`src/rtl/gray_counter_ud.sv`:
```
// ---------------------------------------------------------------------------
// gray_counter_ud
// Parametrised up/down Gray-code counter with enable, synchronous clear and
// load, a programmable terminal value (MAX_VAL) and wrap/saturate behaviour.
// Gray code is derived from the next binary value and registered on the same
// edge as the binary count, so gray_c always matches bin_cnt with no lag.
//
// Optional build macro: GRAY_CNT_SVA_EN
//   defined   -> embedded concurrent assertions are compiled in
//   undefined -> no properties, identical RTL behaviour
// ---------------------------------------------------------------------------
module gray_counter_ud #(
   parameter int               WIDTH    = 9,
   parameter logic [WIDTH-1:0] MAX_VAL  = {WIDTH{1'b1}},
   parameter int               SATURATE = 0
) (
   input  logic             clk,
   input  logic             rst,
   input  logic             en,
   input  logic             up,
   input  logic             clr,
   input  logic             load,
   input  logic [WIDTH-1:0] load_val,
   output logic [WIDTH-1:0] bin_cnt,
   output logic [WIDTH-1:0] gray_c,
   output logic             zero,
   output logic             tc,
   output logic             wrap
);

   localparam logic [WIDTH-1:0] ONE  = {{(WIDTH-1){1'b0}}, 1'b1};
   localparam logic [WIDTH-1:0] ZERO = '0;

   // Loaded values beyond the terminal value are pinned to it.
   function automatic logic [WIDTH-1:0] f_clamp(input logic [WIDTH-1:0] v);
      return (v > MAX_VAL) ? MAX_VAL : v;
   endfunction

   // Reflected binary Gray code of a binary value.
   function automatic logic [WIDTH-1:0] f_bin2gray(input logic [WIDTH-1:0] v);
      return v ^ (v >> 1);
   endfunction

   logic [WIDTH-1:0] r_bin;
   logic [WIDTH-1:0] r_gray;
   logic             r_wrap;

   logic             w_at_max;
   logic             w_at_min;
   logic [WIDTH-1:0] w_bin_nxt;
   logic             w_wrap_nxt;

   assign w_at_max = (r_bin == MAX_VAL);
   assign w_at_min = (r_bin == ZERO);

   // Next-count selection: clr > load > en > hold; range ends are tested
   // before the increment/decrement so the arithmetic never overflows.
   always_comb begin
      w_bin_nxt  = r_bin;
      w_wrap_nxt = 1'b0;
      if (clr) begin
         w_bin_nxt = ZERO;
      end else if (load) begin
         w_bin_nxt = f_clamp(load_val);
      end else if (en) begin
         if (up) begin
            if (w_at_max) begin
               if (SATURATE != 0) begin
                  w_bin_nxt = MAX_VAL;
               end else begin
                  w_bin_nxt  = ZERO;
                  w_wrap_nxt = 1'b1;
               end
            end else begin
               w_bin_nxt = r_bin + ONE;
            end
         end else begin
            if (w_at_min) begin
               if (SATURATE != 0) begin
                  w_bin_nxt = ZERO;
               end else begin
                  w_bin_nxt  = MAX_VAL;
                  w_wrap_nxt = 1'b1;
               end
            end else begin
               w_bin_nxt = r_bin - ONE;
            end
         end
      end
   end

   // Count, Gray code and wrap pulse registers; reset clears them at once.
   always_ff @(posedge clk or posedge rst) begin
      if (rst) begin
         r_bin  <= ZERO;
         r_gray <= ZERO;
         r_wrap <= 1'b0;
      end else begin
         r_bin  <= w_bin_nxt;
         r_gray <= f_bin2gray(w_bin_nxt);
         r_wrap <= w_wrap_nxt;
      end
   end

   assign bin_cnt = r_bin;
   assign gray_c  = r_gray;
   assign wrap    = r_wrap;
   assign zero    = w_at_min & ~rst;
   assign tc      = en & (up ? w_at_max : w_at_min);

`ifdef GRAY_CNT_SVA_EN
   a_gray_match : assert property (@(posedge clk) disable iff (rst)
      gray_c == (bin_cnt ^ (bin_cnt >> 1)));

   a_in_range : assert property (@(posedge clk) disable iff (rst)
      bin_cnt <= MAX_VAL);

   a_leave_zero : assert property (@(posedge clk) disable iff (rst)
      (zero && !rst && en && up && !clr && !load) |=> !zero);

   a_wrap_tc : assert property (@(posedge clk) disable iff (rst)
      wrap |-> $past(tc));

   // One-bit change only holds when the range is a full power of two.
   generate
      if (MAX_VAL == {WIDTH{1'b1}}) begin : g_one_bit
         a_one_bit : assert property (@(posedge clk) disable iff (rst)
            (en && !clr && !load) |=> ($countones(gray_c ^ $past(gray_c)) <= 1));
      end
   endgenerate
`else
   // Property checking not compiled in this build.
`endif

endmodule

```
`config.mk`:
```
export PLATFORM = sky130hd
export DESIGN_NAME = gray_counter_ud
export DESIGN_NICKNAME = d
export VERILOG_FILES = /design/src/rtl/gray_counter_ud.sv
export SDC_FILE = /design/constraint.sdc
export NUM_CORES = 1
export LEC_CHECK = 0
export ABC_AREA = 1
export BUFFER_PORTS_ARGS = -buffer_cell sky130_fd_sc_hd__buf_2
export CORE_ASPECT_RATIO = 1.4
export CORE_UTILIZATION = 30
export DETAILED_ROUTE_END_ITERATION = 16
export GPL_TIMING_DRIVEN = 0
export SLEW_MARGIN = 0
export SYNTH_ARGS = -nofsm -noshare
export SYNTH_HDL_FRONTEND = slang
export SYNTH_SLANG_ARGS = --single-unit
```
`constraint.sdc`:
```
create_clock -name clk -period 5.97 [get_ports clk]
set_input_delay 0.8955 -clock clk [delete_from_list [all_inputs] [get_ports clk]]
set_output_delay 0.8955 -clock clk [all_outputs]
set_load 0.1 [all_outputs]
```
==> flow_summary.yaml, run 1 <==
status:
  outcome: "completed"
routing:
  drt_wl_total_um: 3444
  drc: 0
  vias: 1368
  highest_layer: "met4"
  wl_met3_um: 88
  avgRoutedWirePerCell_um: 11.33
  dr_wl_met2_um: 1844
  detail_route.vias_per_cell: 4.500
  drtIter0Drc: 22
  ant_nets: 0
  wl_met1_um: 1407
  first_pass_iters: 4
yosys:
  synth_warnings: 0
  seq_area_frac_synth: 0.3336
  synthSimpleGateAreaFrac: 0.4208
  netlist_area_um2: 1350
  synth_xor_area_frac: 0.01946
  synth_top_area_share: 0.3336
  synth_compound_area_frac: 0.08804
  synth_mux_area_frac: 0
  synth_fa_ha_area_frac: 0.02780
  synthTopCellsByArea: "dfrtp_1 (33%), nand2_1 (16%), nand3_1 (8.5%)"
  yosysTopAreaCell: "dfrtp_1"
  syn_area_per_cell_um2: 6.554
  synth_cell_types: 26
  synth_seq_cells: 18
  synth_nets: 224
  synth_top_family_by_area: "simple AND/OR/NAND/NOR gates"
  synthCells: 206
floorplanning:
  die_height_um: 81.38
  num_rows: 28
  die-area_um2: 4776
  die_w_um: 58.70
  io_pins: 36
  coreArea_um2: 4274
  start_util: 0.3159
timing:
  clock.fmax_ghz: 0.3015
  finalSetupViolCount: 0
  maxSlewViolCount: 0
  max_slew.worst_pin.slew_ns: 0.6921
  setup_tns_ns: 0
  hold_viol: 0
  holdWs_ns: 0.7470
  rsz0062_at_grt: "no"
  fin_crit_sh: 0.5555
  slew_headroom: 0.5381
  finalCriticalPeriod_ns: 3.316
  skew_ns: 0.002417
  finalWorstSetupSlack_ns: 2.654
setup_path:
  worstPathRequired_ns: 5.07
  arrival_ns: 2.42
  crit_path_max_fanout: 6
  ff2ff_path_depth: 11
  cp-end-kind: "output pin"
  r2r_start: "bin_cnt[1]$_DFF_PP0_"
  startpoint_type: "flip-flop"
  r2r_slack_ns: 3.69
  r2r-end: "gray_c[1]$_DFF_PP0_"
  timing_worst_setup_path_type: "reg -> out"
clocking:
  cts_tree: "yes"
  cts_sinks: 18
  clockBufferDepth: 2
  cts_hold_buf: 0
  cts.repair.resized: 0
  clkLatencyLatePin_ns: 0.26
  cts_root_buf: "clkbuf_8"
  cts_buffers: 3
  path_clk_slew_ns: 0.07
  postCtsSetupBuffers: 0
  h-tree-depth: 1
finish:
  ff_latch_area_um2: 450.4
  utilization: 0.3861
  fill_cells: 478
  design_area_um2: 1650
  insertedDiodeCount: 0
  finalNonFillerCells: 304
  drive_gt1_frac: 0.2541
  area_growth_pct: 22.24
  multi_input_area_um2: 750.7
  fin_nets: 263
grt:
  grt_use_total: 0.1565
  grt_overflow: 0
  grt_max_degree: 19
  antenna_found_initial: 0
  grt_pass1_vias: 1324
  grt_pass1_wl_um: 5720
place:
  io_buffers: 34
  dp_cells: 300
  gp_congestion: 0.8186
  dp_slack_ns: 2.881
  place_area_um2: 1595
  dp.final_hpwl_um: 2772
power_and_ir_drop:
  pwr-share-comb: 0.445
  clockPowerShare: 0.227
  power_frac_seq: 0.328
  ir_drop_uv: 126.8
  power.total_uw: 441.8
  net-switching-power_uw: 210.5
  p_leak_nw: 0.9510
  powerDensity_nw_per_um2: 267.7
  p_int_uw: 231.3
  p_sw_frac: 0.4765
run:
  drv_cap: 0
hold_path:
  hold_class: "in -> async"
==> critical path, stage by stage, from the launching register on <==
cell	delay, ns
dfrtp_1	0.46
ha_1	0.20
nand2_1	0.12
nor2_4	0.12
nand3_1	0.10
nor2_1	0.11
ha_1	0.24
nor2_1	0.13
nor3_1	0.21
buf_2	0.46
==> worst max-delay path by stage <==
stage / startpoint / endpoint / slack, ns
floorplan: bin_cnt[1]$_DFF_PP0_ / tc / 0.99
global placement: bin_cnt[1]$_DFF_PP0_ / tc / 2.87
detailed placement: bin_cnt[1]$_DFF_PP0_ / tc / 2.88
CTS: bin_cnt[1]$_DFF_PP0_ / tc / 2.60
global route: bin_cnt[1]$_DFF_PP0_ / tc / 2.42
finish: bin_cnt[1]$_DFF_PP0_ / tc / 2.65
==> state kept, by name, indices dropped and copies added, names as in the netlist <==
register / flops
bin_cnt: 9
gray_c: 8
wrap: 1
==> power groups by stage <==
stage / Clock (mW) / Sequential, mW / Combinational, mW
5_1_grt: 0.106 / 0.146 / 0.212
2_1_floorplan: 0 / 0.234 / 0.0744
4_1_cts: 0.102 / 0.145 / 0.198
3_5_place_dp: 0 / 0.147 / 0.198
6_report: 0.100 / 0.145 / 0.197
3_3_place_gp: 0 / 0.147 / 0.197
==> synthesized netlist by cell type, drive strengths merged <==
library cell	number
nand2	65
inv	31
nor2	27
nand3	24
dfrtp	18
o21ai	12
a21oi	8
buf	4
nand4	4
ha	3
xor2	3
nor3	2
o211ai	2
clkbuf	1
nor4	1
or2	1
==> cell usage in the layout, fill, tap and decap left out, drive strengths merged <==
master,Yosys,final
a21oi,8,8
buf,4,38
clkbuf,1,5
dfrtp,18,18
ha,3,3
inv,31,31
nand2,65,65
nand3,24,24
nand4,4,4
nor2,27,27
nor3,2,2
nor4,1,1
o211ai,2,2
o21ai,12,12
or2,1,1
xor2,3,3
==> per-layer routing <==
layer	GRT usage	up-vias
met5	0	-
met4	0.09048	0
met3	0.006369	8
met2	0.2954	29
met1	0.1706	606
li1	-	725
==> logic make-up after synthesis <==
group | after synthesis
AOI/OAI and AO/OA | 22
xor gates and xnor gates | 3
adders and majority gates | 3
buffers and inverters | 36
DFF | 18
and+or+nand+nor | 124
==> area by class of cell <==
type | count | share of cell area
Timing Repair Buffer | 34 | 0.1031
Inverter | 31 | 0.07051
Tap cell | 60 | 0.04549
Multi-Input combinational cell | 152 | 0.4549
Sequential cell | 18 | 0.2729
Buffer | 5 | 0.01971
Clock buffer | 4 | 0.03336
(Power assumes the default switching activity.)
==> run 2: changes to the inputs <==
clock period = 3.4 ns   (was 5.97 ns; I/O delays follow)
==> flow_summary.yaml, run 2 (synthesized netlist as in run 1, its figures left out) <==
power_and_ir_drop:
  p_leak_nw: 0.9469
  powerDensity_nw_per_um2: 452.2
  power.total_uw: 746.3
  ir_drop_uv: 185.5
grt:
  grt_pass1_wl_um: 5934
  grt_pass1_vias: 1370
  grt_use_total: 0.1621
  grt_overflow: 0
  antenna_found_initial: 0
  grt_max_degree: 19
timing:
  maxSlewViolCount: 0
  fin_crit_sh: 0.8521
  finalCriticalPeriod_ns: 2.897
  hold_viol: 0
  clock.fmax_ghz: 0.3452
  rsz0062_at_grt: "no"
  slew_headroom: 0.5464
  setup_tns_ns: 0
  finalWorstSetupSlack_ns: 0.5027
  holdWs_ns: 0.3687
  max_slew.worst_pin.slew_ns: 0.6797
  finalSetupViolCount: 0
  skew_ns: 0.002243
clocking:
  cts_sinks: 18
  cts_tree: "yes"
  clockBufferDepth: 2
  cts.repair.resized: 0
  postCtsSetupBuffers: 0
  clkLatencyLatePin_ns: 0.25
  cts_hold_buf: 0
  cts_root_buf: "clkbuf_8"
  cts_buffers: 3
  h-tree-depth: 1
  path_clk_slew_ns: 0.06
floorplanning:
  die-area_um2: 4776
  die_w_um: 58.70
  start_util: 0.3159
  coreArea_um2: 4274
  io_pins: 36
  die_height_um: 81.38
  num_rows: 28
routing:
  avgRoutedWirePerCell_um: 11.26
  drtIter0Drc: 31
  ant_nets: 0
  drc: 0
  first_pass_iters: 4
  drt_wl_total_um: 3413
  vias: 1361
  detail_route.vias_per_cell: 4.492
finish:
  finalNonFillerCells: 303
  utilization: 0.3861
  fin_nets: 263
  insertedDiodeCount: 0
  final_common_cell: "nand2_1"
  ff_latch_area_um2: 450.4
  regMostFlops: "bin_cnt"
  drive_gt1_frac: 0.2593
  design_area_um2: 1650
  largest_register_ffs: 9
  multi_input_area_um2: 764.5
  area_growth_pct: 22.24
  layout_common_cells: "nand2_1 (58), buf_2 (36), inv_1 (26)"
  fill_cells: 488
setup_path:
  cp-end-kind: "output pin"
  worstPathRequired_ns: 2.89
  crit_path_max_fanout: 6
  startpoint_type: "flip-flop"
  timing_worst_setup_path_type: "reg -> out"
  arrival_ns: 2.39
place:
  gp_congestion: 0.8069
  dp_cells: 300
  dp.final_hpwl_um: 2760
  io_buffers: 34
  place_area_um2: 1609
  dp_slack_ns: 0.7593
status:
  outcome: "completed"
run:
  drv_cap: 0
hold_path:
  hold_class: "in -> async"
## run 2: cell types whose count changed in the layout (fill, tap and decap cells not counted)
cell and delta:
nor3_1 -1, clkbuf_8 -1, nor2_2 +1, nor3_4 +1, nor2_1 -1
## run 2: where the power goes
part / internal (mW) / switching (mW) / total [mW]
Sequential: 0.235 / 0.0186 / 0.254
Combinational: 0.0688 / 0.279 / 0.347
Clock: 0.0786 / 0.0667 / 0.145
## run 2: worst paths after layout
path	start	end	slack, ns	depth (start not counted)
max	bin_cnt[1]$_DFF_PP0_	tc	0.50	9
min	rst	gray_c[6]$_DFF_PP0_	0.37	2
max reg2reg	bin_cnt[1]$_DFF_PP0_	gray_c[1]$_DFF_PP0_	1.02	11
min reg2reg	bin_cnt[8]$_DFF_PP0_	bin_cnt[8]$_DFF_PP0_	0.74	4
max in group asynchronous	rst	bin_cnt[4]$_DFF_PP0_	2.60	2
min in group clk	clr	bin_cnt[0]$_DFF_PP0_	0.59	4
## run 2: final cells by class
| type | instances | share of cell area |
|---|---|---|
| Multi-Input combinational cell | 152 | 0.4632 |
| Sequential cell | 18 | 0.2729 |
| Timing Repair Buffer | 34 | 0.1031 |
| Inverter | 31 | 0.07051 |
| Tap cell | 60 | 0.04549 |
| Clock buffer | 3 | 0.02502 |
| Buffer | 5 | 0.01971 |
## run 2: critical path, cell delays in order, from the launching register on
cell and delay (ns):
dfrtp_1 0.45, ha_1 0.20, nand2_1 0.12, nor2_4 0.13
nand3_1 0.10, nor2_1 0.11, ha_1 0.24, nor2_1 0.15
nor3_4 0.18, buf_2 0.44
## run 2: routing by layer
metal | routed length (µm) | GRT usage | vias to the layer above
li1 | - | - | 724
met1 | 1409 | 0.1784 | 607
met2 | 1863 | 0.3069 | 23
met3 | 72 | 0.01274 | 7
met4 | 68 | 0.07857 | 0
met5 | 0 | 0 | -
==> run 3: changes to the inputs <==
CORE_ASPECT_RATIO = default   (was 1.4)
==> flow_summary.yaml, run 3 (synthesized netlist as in run 1, its figures left out) <==
status:
  outcome: "completed"
finish:
  utilization: 0.3767
  regMostFlops: "bin_cnt"
  drive_gt1_frac: 0.2593
  area_growth_pct: 21.50
  finalNonFillerCells: 295
  fill_cells: 477
  final_common_cell: "nand2_1"
  ff_latch_area_um2: 450.4
  multi_input_area_um2: 764.5
  fin_nets: 263
  layout_common_cells: "nand2_1 (58), buf_2 (36), inv_1 (26)"
  insertedDiodeCount: 0
  largest_register_ffs: 9
  design_area_um2: 1640
clocking:
  clockBufferDepth: 2
  postCtsSetupBuffers: 0
  cts_sinks: 18
  cts_tree: "yes"
  cts_root_buf: "clkbuf_8"
  cts_buffers: 3
  h-tree-depth: 1
  cts_hold_buf: 0
  path_clk_slew_ns: 0.06
  clkLatencyLatePin_ns: 0.25
  cts.repair.resized: 0
timing:
  skew_ns: 0.001301
  slew_headroom: 0.5402
  rsz0062_at_grt: "no"
  finalWorstSetupSlack_ns: 0.4953
  max_slew.worst_pin.slew_ns: 0.6889
  hold_viol: 0
  clock.fmax_ghz: 0.3443
  holdWs_ns: 0.3707
  maxSlewViolCount: 0
  finalCriticalPeriod_ns: 2.905
  finalSetupViolCount: 0
  setup_tns_ns: 0
  fin_crit_sh: 0.8543
routing:
  first_pass_iters: 4
  vias: 1392
  ant_nets: 0
  drt_wl_total_um: 3297
  drtIter0Drc: 86
  drc: 0
  detail_route.vias_per_cell: 4.719
  avgRoutedWirePerCell_um: 11.18
place:
  io_buffers: 34
  dp.final_hpwl_um: 2691
  place_area_um2: 1599
  dp_cells: 292
  dp_slack_ns: 0.7579
  gp_congestion: 0.8393
power_and_ir_drop:
  power.total_uw: 745.6
  power_frac_seq: 0.340
  powerDensity_nw_per_um2: 454.5
  clockPowerShare: 0.196
  p_sw_frac: 0.4872
  p_leak_nw: 0.9469
  net-switching-power_uw: 363.2
  pwr-share-comb: 0.465
  ir_drop_uv: 336.7
  p_int_uw: 382.4
grt:
  grt_use_total: 0.1508
  grt_overflow: 0
  grt_pass1_vias: 1354
  grt_max_degree: 19
  antenna_found_initial: 0
  grt_pass1_wl_um: 5975
floorplanning:
  coreArea_um2: 4354
  die_height_um: 69.09
  die-area_um2: 4773
  start_util: 0.3101
  die_w_um: 69.09
  io_pins: 36
  num_rows: 24
setup_path:
  startpoint_type: "flip-flop"
  ff2ff_path_depth: 11
  cp-end-kind: "output pin"
  worstPathRequired_ns: 2.89
  r2r_slack_ns: 0.92
  arrival_ns: 2.39
  timing_worst_setup_path_type: "reg -> out"
  crit_path_max_fanout: 6
run:
  drv_cap: 0
hold_path:
  hold_class: "in -> async"
[run 3: worst max-delay path, stage by stage, from the launching register on]
cell and delay, ns:
dfrtp_1 0.45, ha_1 0.21, nand2_1 0.13, nor2_4 0.12
nand3_1 0.09, nor2_1 0.11, ha_1 0.23, nor2_1 0.15
nor3_4 0.19, buf_2 0.45
[run 3: layer usage]
layer / routed length, µm / track usage
met3: 155 / 0.02047
met2: 1574 / 0.2406
met4: 38 / 0.04762
met5: 0 / 0
met1: 1528 / 0.2105
[run 3: power groups by stage]
stage | sequential [mW] | combinational, mW | clock [mW]
after floorplan | 0.412 | 0.133 | 0
after global placement | 0.258 | 0.347 | 0
after detailed placement | 0.258 | 0.349 | 0
after CTS | 0.254 | 0.350 | 0.152
after global routing | 0.258 | 0.374 | 0.160
final | 0.253 | 0.346 | 0.146
[run 3: area by class of cell]
class	instances	share of cell area
Multi-Input combinational cell	152	0.4661
Timing Repair Buffer	34	0.1037
Clock buffer	3	0.02517
Buffer	5	0.01983
Tap cell	52	0.03966
Sequential cell	18	0.2746
Inverter	31	0.07094
[run 3: worst paths after layout]
kind / from / endpoint
worst max-delay path: bin_cnt[1]$_DFF_PP0_ / tc
worst min-delay path: rst / bin_cnt[7]$_DFF_PP0_
worst max register to register: bin_cnt[1]$_DFF_PP0_ / gray_c[1]$_DFF_PP0_
worst min register to register: bin_cnt[8]$_DFF_PP0_ / bin_cnt[8]$_DFF_PP0_
max in group asynchronous: rst / bin_cnt[1]$_DFF_PP0_
min in group clk: clr / bin_cnt[0]$_DFF_PP0_
